===== config.mk =====
export PLATFORM = sky130hd
export DESIGN_NAME = guess_digit_entry
export DESIGN_NICKNAME = d
export VERILOG_FILES = /design/src/rtl/guess_pkg.sv /design/src/rtl/guess_digit_entry_key_sync_edge.sv /design/src/rtl/guess_digit_entry.sv
export SDC_FILE = /design/constraint.sdc
export NUM_CORES = 1
export LEC_CHECK = 0
export CAP_MARGIN = 20
export CORE_MARGIN = 10
export CORE_UTILIZATION = 58
export CTS_CLUSTER_SIZE = 12
export DETAILED_ROUTE_END_ITERATION = 10
export PLACE_DENSITY = 0.84
export SLEW_MARGIN = 40
export SYNTH_ARGS = -nofsm -noshare
export SYNTH_HDL_FRONTEND = slang
export SYNTH_SLANG_ARGS = --single-unit

===== constraint.sdc =====
create_clock -name clk -period 3.6 [get_ports clk]
set_input_delay 0.36 -clock clk [delete_from_list [all_inputs] [get_ports clk]]
set_output_delay 0.36 -clock clk [all_outputs]
set_load 0.02 [all_outputs]

===== src/rtl/guess_pkg.sv =====
// ============================================================================
// Module   : guess_pkg
// Brief    : Shared digit codes, entry states and width helper for digit entry.
// Revision : 1.0
// ============================================================================
`default_nettype none

package guess_pkg;

    localparam int DIGIT_W = 3;

    localparam logic [DIGIT_W-1:0] c_dig_empty = 3'd0;
    localparam logic [DIGIT_W-1:0] c_dig_1     = 3'd1;
    localparam logic [DIGIT_W-1:0] c_dig_2     = 3'd2;
    localparam logic [DIGIT_W-1:0] c_dig_3     = 3'd3;
    localparam logic [DIGIT_W-1:0] c_dig_4     = 3'd4;

    typedef enum logic [0:0] {
        COLLECT = 1'b0,
        HOLD    = 1'b1
    } entry_state_e;

    localparam logic [0:0] c_st_collect = 1'b0;
    localparam logic [0:0] c_st_hold    = 1'b1;

    // Width of a counter able to hold 0..max_digits inclusive.
    function automatic int len_width(input int max_digits);
        return $clog2(max_digits + 1);
    endfunction

    function automatic logic [DIGIT_W-1:0] key_code(input logic [3:0] onehot);
        logic [DIGIT_W-1:0] code;
        code = c_dig_empty;
        case (onehot)
            4'b0001: code = c_dig_1;
            4'b0010: code = c_dig_2;
            4'b0100: code = c_dig_3;
            4'b1000: code = c_dig_4;
            default: code = c_dig_empty;
        endcase
        return code;
    endfunction

endpackage

`default_nettype wire


===== src/rtl/guess_digit_entry_key_sync_edge.sv =====
// ============================================================================
// Module   : key_sync_edge
// Brief    : 2-flop synchroniser followed by a registered rising-edge pulse.
// Revision : 1.0
// ============================================================================
`default_nettype none

module key_sync_edge (
    input  logic clk,
    input  logic rst,
    input  logic i_key,
    output logic o_press
);

    logic r_sync1;
    logic r_sync2;
    logic r_prev;
    logic r_press;

    always_ff @(posedge clk) begin
        if (rst) begin
            r_sync1 <= 1'b0;
            r_sync2 <= 1'b0;
            r_prev  <= 1'b0;
            r_press <= 1'b0;
        end else begin
            r_sync1 <= i_key;
            r_sync2 <= r_sync1;
            r_prev  <= r_sync2;
            r_press <= r_sync2 & ~r_prev;
        end
    end

    assign o_press = r_press;

endmodule

`default_nettype wire


===== src/rtl/guess_digit_entry.sv =====
// ============================================================================
// Module   : guess_digit_entry
// Brief    : Collects key presses 1..4 into a number and offers it on enter.
// Revision : 1.0
// ============================================================================
`default_nettype none

module guess_digit_entry #(
    parameter int MAX_DIGITS = 8,
    parameter int DIGIT_W    = 3
) (
    input  logic                                           clk,
    input  logic                                           reset,
    input  logic                                           I1,
    input  logic                                           I2,
    input  logic                                           I3,
    input  logic                                           I4,
    input  logic                                           enter,
    output logic [MAX_DIGITS*DIGIT_W-1:0]                  num_digits,
    output logic [guess_pkg::len_width(MAX_DIGITS)-1:0]    num_len,
    output logic                                           num_valid,
    input  logic                                           num_ready,
    output logic [3:0]                                     nums,
    output logic                                           key_err,
    output logic                                           ovf
);

    import guess_pkg::*;

    localparam int LEN_W = len_width(MAX_DIGITS);
    localparam int BUF_W = MAX_DIGITS * DIGIT_W;

    logic [4:0]       w_raw;
    logic [4:0]       w_pulse;
    logic [3:0]       w_dig;
    logic             w_ent;
    logic             w_any;
    logic             w_multi;
    logic             w_full;
    logic [DIGIT_W-1:0] w_code;
    logic [BUF_W-1:0] w_buf_next;

    logic [0:0]       r_state;
    logic [BUF_W-1:0] r_buf;
    logic [LEN_W-1:0] r_count;
    logic [BUF_W-1:0] r_num_digits;
    logic [LEN_W-1:0] r_num_len;
    logic             r_num_valid;
    logic [3:0]       r_nums;
    logic             r_key_err;
    logic             r_ovf;

    assign w_raw = {enter, I4, I3, I2, I1};

    for (genvar i = 0; i < 5; i++) begin : g_key
        key_sync_edge u_sync (
            .clk     (clk),
            .rst     (reset),
            .i_key   (w_raw[i]),
            .o_press (w_pulse[i])
        );
    end

    assign w_dig   = w_pulse[3:0];
    assign w_ent   = w_pulse[4];
    assign w_any   = |w_dig;
    assign w_multi = (w_dig & (w_dig - 4'd1)) != 4'd0;
    assign w_full  = (r_count == LEN_W'(MAX_DIGITS));
    assign w_code  = DIGIT_W'(key_code(w_dig));

    always_comb begin
        w_buf_next = r_buf;
        for (int i = 0; i < MAX_DIGITS; i++) begin
            if (r_count == LEN_W'(i)) begin
                w_buf_next[i*DIGIT_W +: DIGIT_W] = w_code;
            end
        end
    end

    always_ff @(posedge clk) begin
        if (reset) begin
            r_state      <= c_st_collect;
            r_buf        <= '0;
            r_count      <= '0;
            r_num_digits <= '0;
            r_num_len    <= '0;
            r_num_valid  <= 1'b0;
            r_nums       <= 4'd0;
            r_key_err    <= 1'b0;
            r_ovf        <= 1'b0;
        end else begin
            r_key_err <= 1'b0;
            case (r_state)
                c_st_collect: begin
                    // Enter takes priority; any digit in the same cycle is lost.
                    if (w_ent) begin
                        r_key_err <= w_any;
                        if (r_count != '0) begin
                            r_num_digits <= r_buf;
                            r_num_len    <= r_count;
                            r_num_valid  <= 1'b1;
                            r_state      <= c_st_hold;
                        end
                    end else if (w_multi) begin
                        r_key_err <= 1'b1;
                    end else if (w_any) begin
                        if (w_full) begin
                            r_ovf <= 1'b1;
                        end else begin
                            r_buf   <= w_buf_next;
                            r_count <= r_count + LEN_W'(1);
                            r_nums  <= w_dig;
                        end
                    end
                end
                c_st_hold: begin
                    r_key_err <= w_any | w_ent;
                    if (num_ready) begin
                        r_num_valid <= 1'b0;
                        r_buf       <= '0;
                        r_count     <= '0;
                        r_ovf       <= 1'b0;
                        r_state     <= c_st_collect;
                    end
                end
                default: r_state <= c_st_collect;
            endcase
        end
    end

    assign num_digits = r_num_digits;
    assign num_len    = r_num_len;
    assign num_valid  = r_num_valid;
    assign nums       = r_nums;
    assign key_err    = r_key_err;
    assign ovf        = r_ovf;

endmodule

`default_nettype wire


# Yosys cells after proc, flatten, opt, wreduce, memory -nomap -nowiden
# Cells that the tools add are included.
# totals
romBits	0
mem_bits_rw	0
word_cells	136
n_memories	0
input_bits	8
register_bits	84
latch_bits	0
output_inout_bits	35
# op_classes
order_cmp	0
div	0
mux	37
n_reduce_logical	17
n_addsub	2
bitwise	16
shift	0
n_eq_ne	28
n_mul	0
# op_table
operator	count
two-way mux 24 bit	5
case mux 24 bit (2 select lines)	1
AND reduction 6 bit	8
!= test 2 bit (second input constant)	15
two-way mux 3 bit	8
== test 4 x 3 -> 1 bit (second input constant)	5
two-way mux 4 bit	5
AND reduction 5 bit	3
== test 4 x 2 -> 1 bit (second input constant)	3
two-way mux 1 bit	12
case mux 3 bit (4 select lines)	1
inverter 1 bit	9
== test 4 x 1 -> 1 bit (second input constant)	2
== test 4 bit (second input constant)	2
case mux 1 bit (2 select lines)	4
case mux 4 bit (2 select lines)	1
nonzero test 4 bit	2
AND reduction 3 bit	2
bitwise AND 1 bit	5
adder 4 x 1 -> 4 bit (second input constant)	1
bitwise AND 4 bit	1
logical NOT 4 bit	1
OR reduction 4 bit	1
subtractor 4 x 1 -> 4 bit (second input constant)	1
2 further kinds	2

# Logic depth before layout (Yosys ltp)
# depth
ltp_word	8
ltp_mapped	6

# By module
# Synthesis repeated with hierarchy kept, for this count alone.
# hier_totals
cells_unflattened	341
area_unflattened_um2	3131.8
# modules_own_cells
module	n_inst	area_per_inst_um2	seq_area_each_um2	cells_each
guess_digit_entry	1	2575.0	1281.2	301
key_sync_edge	5	111.4	80.1	8

# Least setup slack after synthesis
# OpenSTA, ideal clock, no wires.
# synth_path
kind	reg-to-reg
start	register r_count[0]
end	register r_num_len[2], in the netlist num_len[2]
n_path_buf	1
setup_ps	70
stages_incl_launch_ff	7
slack_ps	2028
t_arrival_ps	1502
cell_sequence	dfxtp_1 > inv_1 > ha_1 > a211oi_4 > buf_2 > nand2_1 > a21oi_1
# synth_between
elab_chain_cells	2
# synth_lines
element	line_no	source
from (decl)	guess_digit_entry.sv:45	logic [LEN_W-1:0] r_count;
from (signal assigned)	guess_digit_entry.sv:111	r_count <= r_count + LEN_W'(1);
nonzero test 4 bit	guess_digit_entry.sv:98	if (r_count != '0) begin
AND reduction 3 bit (no line)	-	
to (signal assigned)	guess_digit_entry.sv:100	r_num_len <= r_count;
to (decl)	guess_digit_entry.sv:47	logic [LEN_W-1:0] r_num_len;
# No other way between the ends.
# A chain may end at the register's enable or synchronous reset.

# Worst setup path after layout
# layout_path
start	register r_state
end	register r_buf[17]
# layout_between
elab_chain_cells	3
word_cells_on_any_way	9
# layout_lines
element	line_no	source
from (decl)	guess_digit_entry.sv:43	logic [0:0] r_state;
from (signal assigned)	guess_digit_entry.sv:82	r_state <= c_st_collect;
from (signal assigned)	guess_digit_entry.sv:102	r_state <= c_st_hold;
from (signal assigned)	guess_digit_entry.sv:123	r_state <= c_st_collect;
inverter 1 bit (no line)	-	
!= test 2 bit (no line)	-	
AND reduction 6 bit (no line)	-	
to (signal assigned)	guess_digit_entry.sv:110	r_buf <= w_buf_next;
to (decl)	guess_digit_entry.sv:44	logic [BUF_W-1:0] r_buf;
# Several ways; a longest one is shown, not always the timed one.

==> key figures <==
Routing
  • Routed vias/inst: about 5.2
  • Vias: 2391
  • Post-route ant nets: 0
  • WL/cell: 14.21 µm
  • DRC viols: 0
  • Final WL: 6494 µm
  • DR iter-0 viols: roughly 110
  • Total iterations of the first detailed-routing run: 4

CTS
  • Hold buffer count at CTS: 0
  • PostCTS Resize Cnt: 0
  • TritonCTS clock tree: done
  • CTS max path bufs: 2
  • CTS sink cnt: between 80 and 90
  • H-tree Lvls: 3
  • Setup Fix Bufs, Post-CTS: 0
  • Root buffer cell: clkbuf_8
  • CTS clock-pin slew for the worst setup and hold paths: about 0.080 ns
  • Total CTS buffers: 9
  • Worst-skew pair later-pin latency: 0.34 ns

Yosys
  • Post-Syn Area: between 3000 and 4000 µm²
  • Avg Inst Size Synth: roughly 9.4 µm²
  • Top cells by area, synth: dfxtp_1 52%, nand2_1 11%, mux2i_1 10%
  • Mapped Cells: 344
  • Post-synth top area cell: dfxtp_1
  • Main synth FF type: dfxtp_1
  • Largest family of logic cells by synthesized area: simple AND/OR/NAND/NOR gates
  • Post-synthesis mux area share: 0.09957
  • YS warnings: 0
  • Post-Synth Adder-Cell Area: 0.01867
  • Compound-Gate Fraction of Synth Area: 0.1151
  • Post-Synth Simple-Gate Area: 0.2050
  • Post-synthesis cell type count: 33
  • Async set-reset flop share out of synthesis: 0
  • XOR/XNOR share of the synthesized area: 0.005445
  • Post-synth top area share: 0.5228
  • Seq/Total Area, Yosys: 0.5228
  • Mapped Nets: 356
  • Post-synth EDFFs: 0
  • Synth Register Bits: 84

Placed design
  • Dpl hpwl: around 4400 µm
  • Routability cong.: 0.8802
  • I/O Buffers: between 40 and 50

Critical path
  • CP Data Required Time: between 3 and 4 ns
  • Crit. End Element: flop
  • Worst reg2reg path endpoint: r_buf[17]
  • Worst path depth: 4
  • CP top delay family: simple AND/OR/NAND/NOR gates
  • Crit Reg-Reg Startpoint: r_state
  • Peak per-stage delay on the critical path: 0.61 ns
  • Crit path launch type: flop
  • Worst r2r path cells: 4
  • CP Class: flop to flop
  • CP startpoint: r_state
  • CP arrival: approximately 2.3 ns
  • Slowest cell on crit path: nor2_1
  • R2R setup slack: 1.56 ns
  • Buf/Inv on CP: 0
  • CP cell instances: nor2_1 -> nand2_1 -> a2111oi_4 -> mux2i_1
  • Worst-path fanout max: 13

Pwr
  • Total power: 0.001783 W
  • Pwr/cell area: 456.6 nW/µm²
  • Peak VDD IR: about 0.36 mV
  • Static leakage: between 1 and 1.5 nW

Floorplanning
  • Initial core utilization: 0.5914
  • Die area: between 8000 and 9000 µm²
  • # IOs: 43
  • Die height: 94.48 µm
  • Die W: approximately 94 µm
  • Core area: approximately 5400 µm²
  • FP Rows: 27

Min path
  • Worst Hold Class: primary input to flop
  • Hold Crit Endpoint: g_key[3].u_sync.r_sync2
  • Min-Delay Path Depth: 2
  • Hold Startpoint: reset

Status
  • Status: finished, final reports clean

Cells and area
  • Final nets: a little under 400
  • Synth-to-Final Area Change: 21.39%
  • Number of antenna diodes: 0
  • Share of cells above drive strength 1: 0.08831

Global routing
  • Global-route wire length before repair: about 11000 µm
  • Vias in the first global route: 2369
  • Largest net degree at the start of global routing: 45
  • Initial antenna violation count: 0
  • Global route overflow: 0
  • GRT Total Usage: 0.1527

STA
  • Final hold viol count: 0
  • Final slew viol count: 0
  • Max Clk Rate: a little under 500 MHz
  • Final Skew: 0.007278 ns
  • Setup-failing EPs final: 0
  • Period utilization: 0.5654
  • Least-Margin Pin Slew: around 0.75 ns
  • Period minus WS final: 2.035 ns
  • Setup TNS: 0 ns
  • Max_slew headroom: 0.4955
  • Unrepaired setup endpoints after global routing: false

Run
  • Max cap viols: 0
-- registers in the layout (all words and copies together), names as in the netlist, 4 cells and up --
signal                count
r_buf                    24
num_len                   4
g_key.u_sync.r_prev       5
r_count                   4
g_key.u_sync.r_sync2      5
num_digits               24
g_key.u_sync.r_sync1      5
g_key.u_sync.o_press      5
nums                      4
-- cell usage after synthesis, drive strengths merged, types with 2 or more instances --
cell type	number
nand2	92
dfxtp	84
a21oi	41
mux2i	32
nor2b	21
nand2b	11
buf	10
clkbuf	10
nand3	7
inv	5
nor2	5
ha	4
a2111oi	3
nand4	3
nand3b	2
xor2	2
-- where the power goes --
group	switching (W)	internal, W	leakage, nW	total (W)
clock network	0.000322	0.000429	0.112	0.000751
logic	0.0000513	0.0000324	0.499	0.0000837
registers	0.00000831	0.000940	0.680	0.000948
total	0.000382	0.00140	1.29	0.00178
-- metrics by stage --
step	cell area (µm²)	instances	utilization	hold slack (ns)	setup slack, ns
finish	3905	457	0.7180	0.3638	1.565
global route	3905	457	0.7180	0.3815	1.370
CTS	3896	457	0.7164	0.3532	1.574
detailed placement	3661	441	0.6731	0.3763	1.583
global placement	3660	441	0.6729	0.3723	1.632
floorplan	3217	344	-	0.3674	2.028
-- worst register-to-register path, cell delays in order (launching register included) --
cell	delay [ns]
dfxtp_1	0.43
nor2_1	0.61
nand2_1	0.21
a2111oi_4	0.48
mux2i_1	0.23
-- worst max path at each step --
stage                endpoint  slack, ns
5_1_grt        num_digits[20]       1.37
4_1_cts             r_buf[10]       1.57
2_1_floorplan      num_len[2]       2.03
3_3_place_gp   num_digits[17]       1.63
3_5_place_dp         r_buf[9]       1.58
6_report            r_buf[17]       1.56
-- area by class of cell --
cell class,count,area [µm²]
Clock buffer,11,151.4
Clock inverter,5,83.83
Fill cell,398,1534
Inverter,5,18.77
Multi-Input combinational cell,235,1441
Sequential cell,84,1682
Tap cell,72,90.09
Timing Repair Buffer,45,437.9
-- layout by cell type, fill, tap and decap left out, types with 4 or more instances in the layout --
cell / count
inv_1: 5
nor2_1: 5
dfxtp_1: 84
clkbuf_8: 11
clkdlybuf4s50_1: 41
a21oi_2: 7
nand3_1: 7
a21oi_1: 33
nand2b_1: 11
ha_1: 4
mux2i_1: 32
nand2_1: 92
nor2b_1: 21
-- per-layer routing --
metal	track usage	routed length, µm
met3	0.04520	347
met5	0	0
met4	0.06858	99
met2	0.2557	3238
met1	0.1767	2807
-- cells by family after synthesis --
family / count (synthesis)
buffers and inverters: 25
adders and majority gates: 5
DFF: 84
muxes: 32
and+or+nand+nor: 145
AOI/OAI and AO/OA: 51
xor gates and xnor gates: 2
Note: power is estimated with default switching activity, not from simulation.
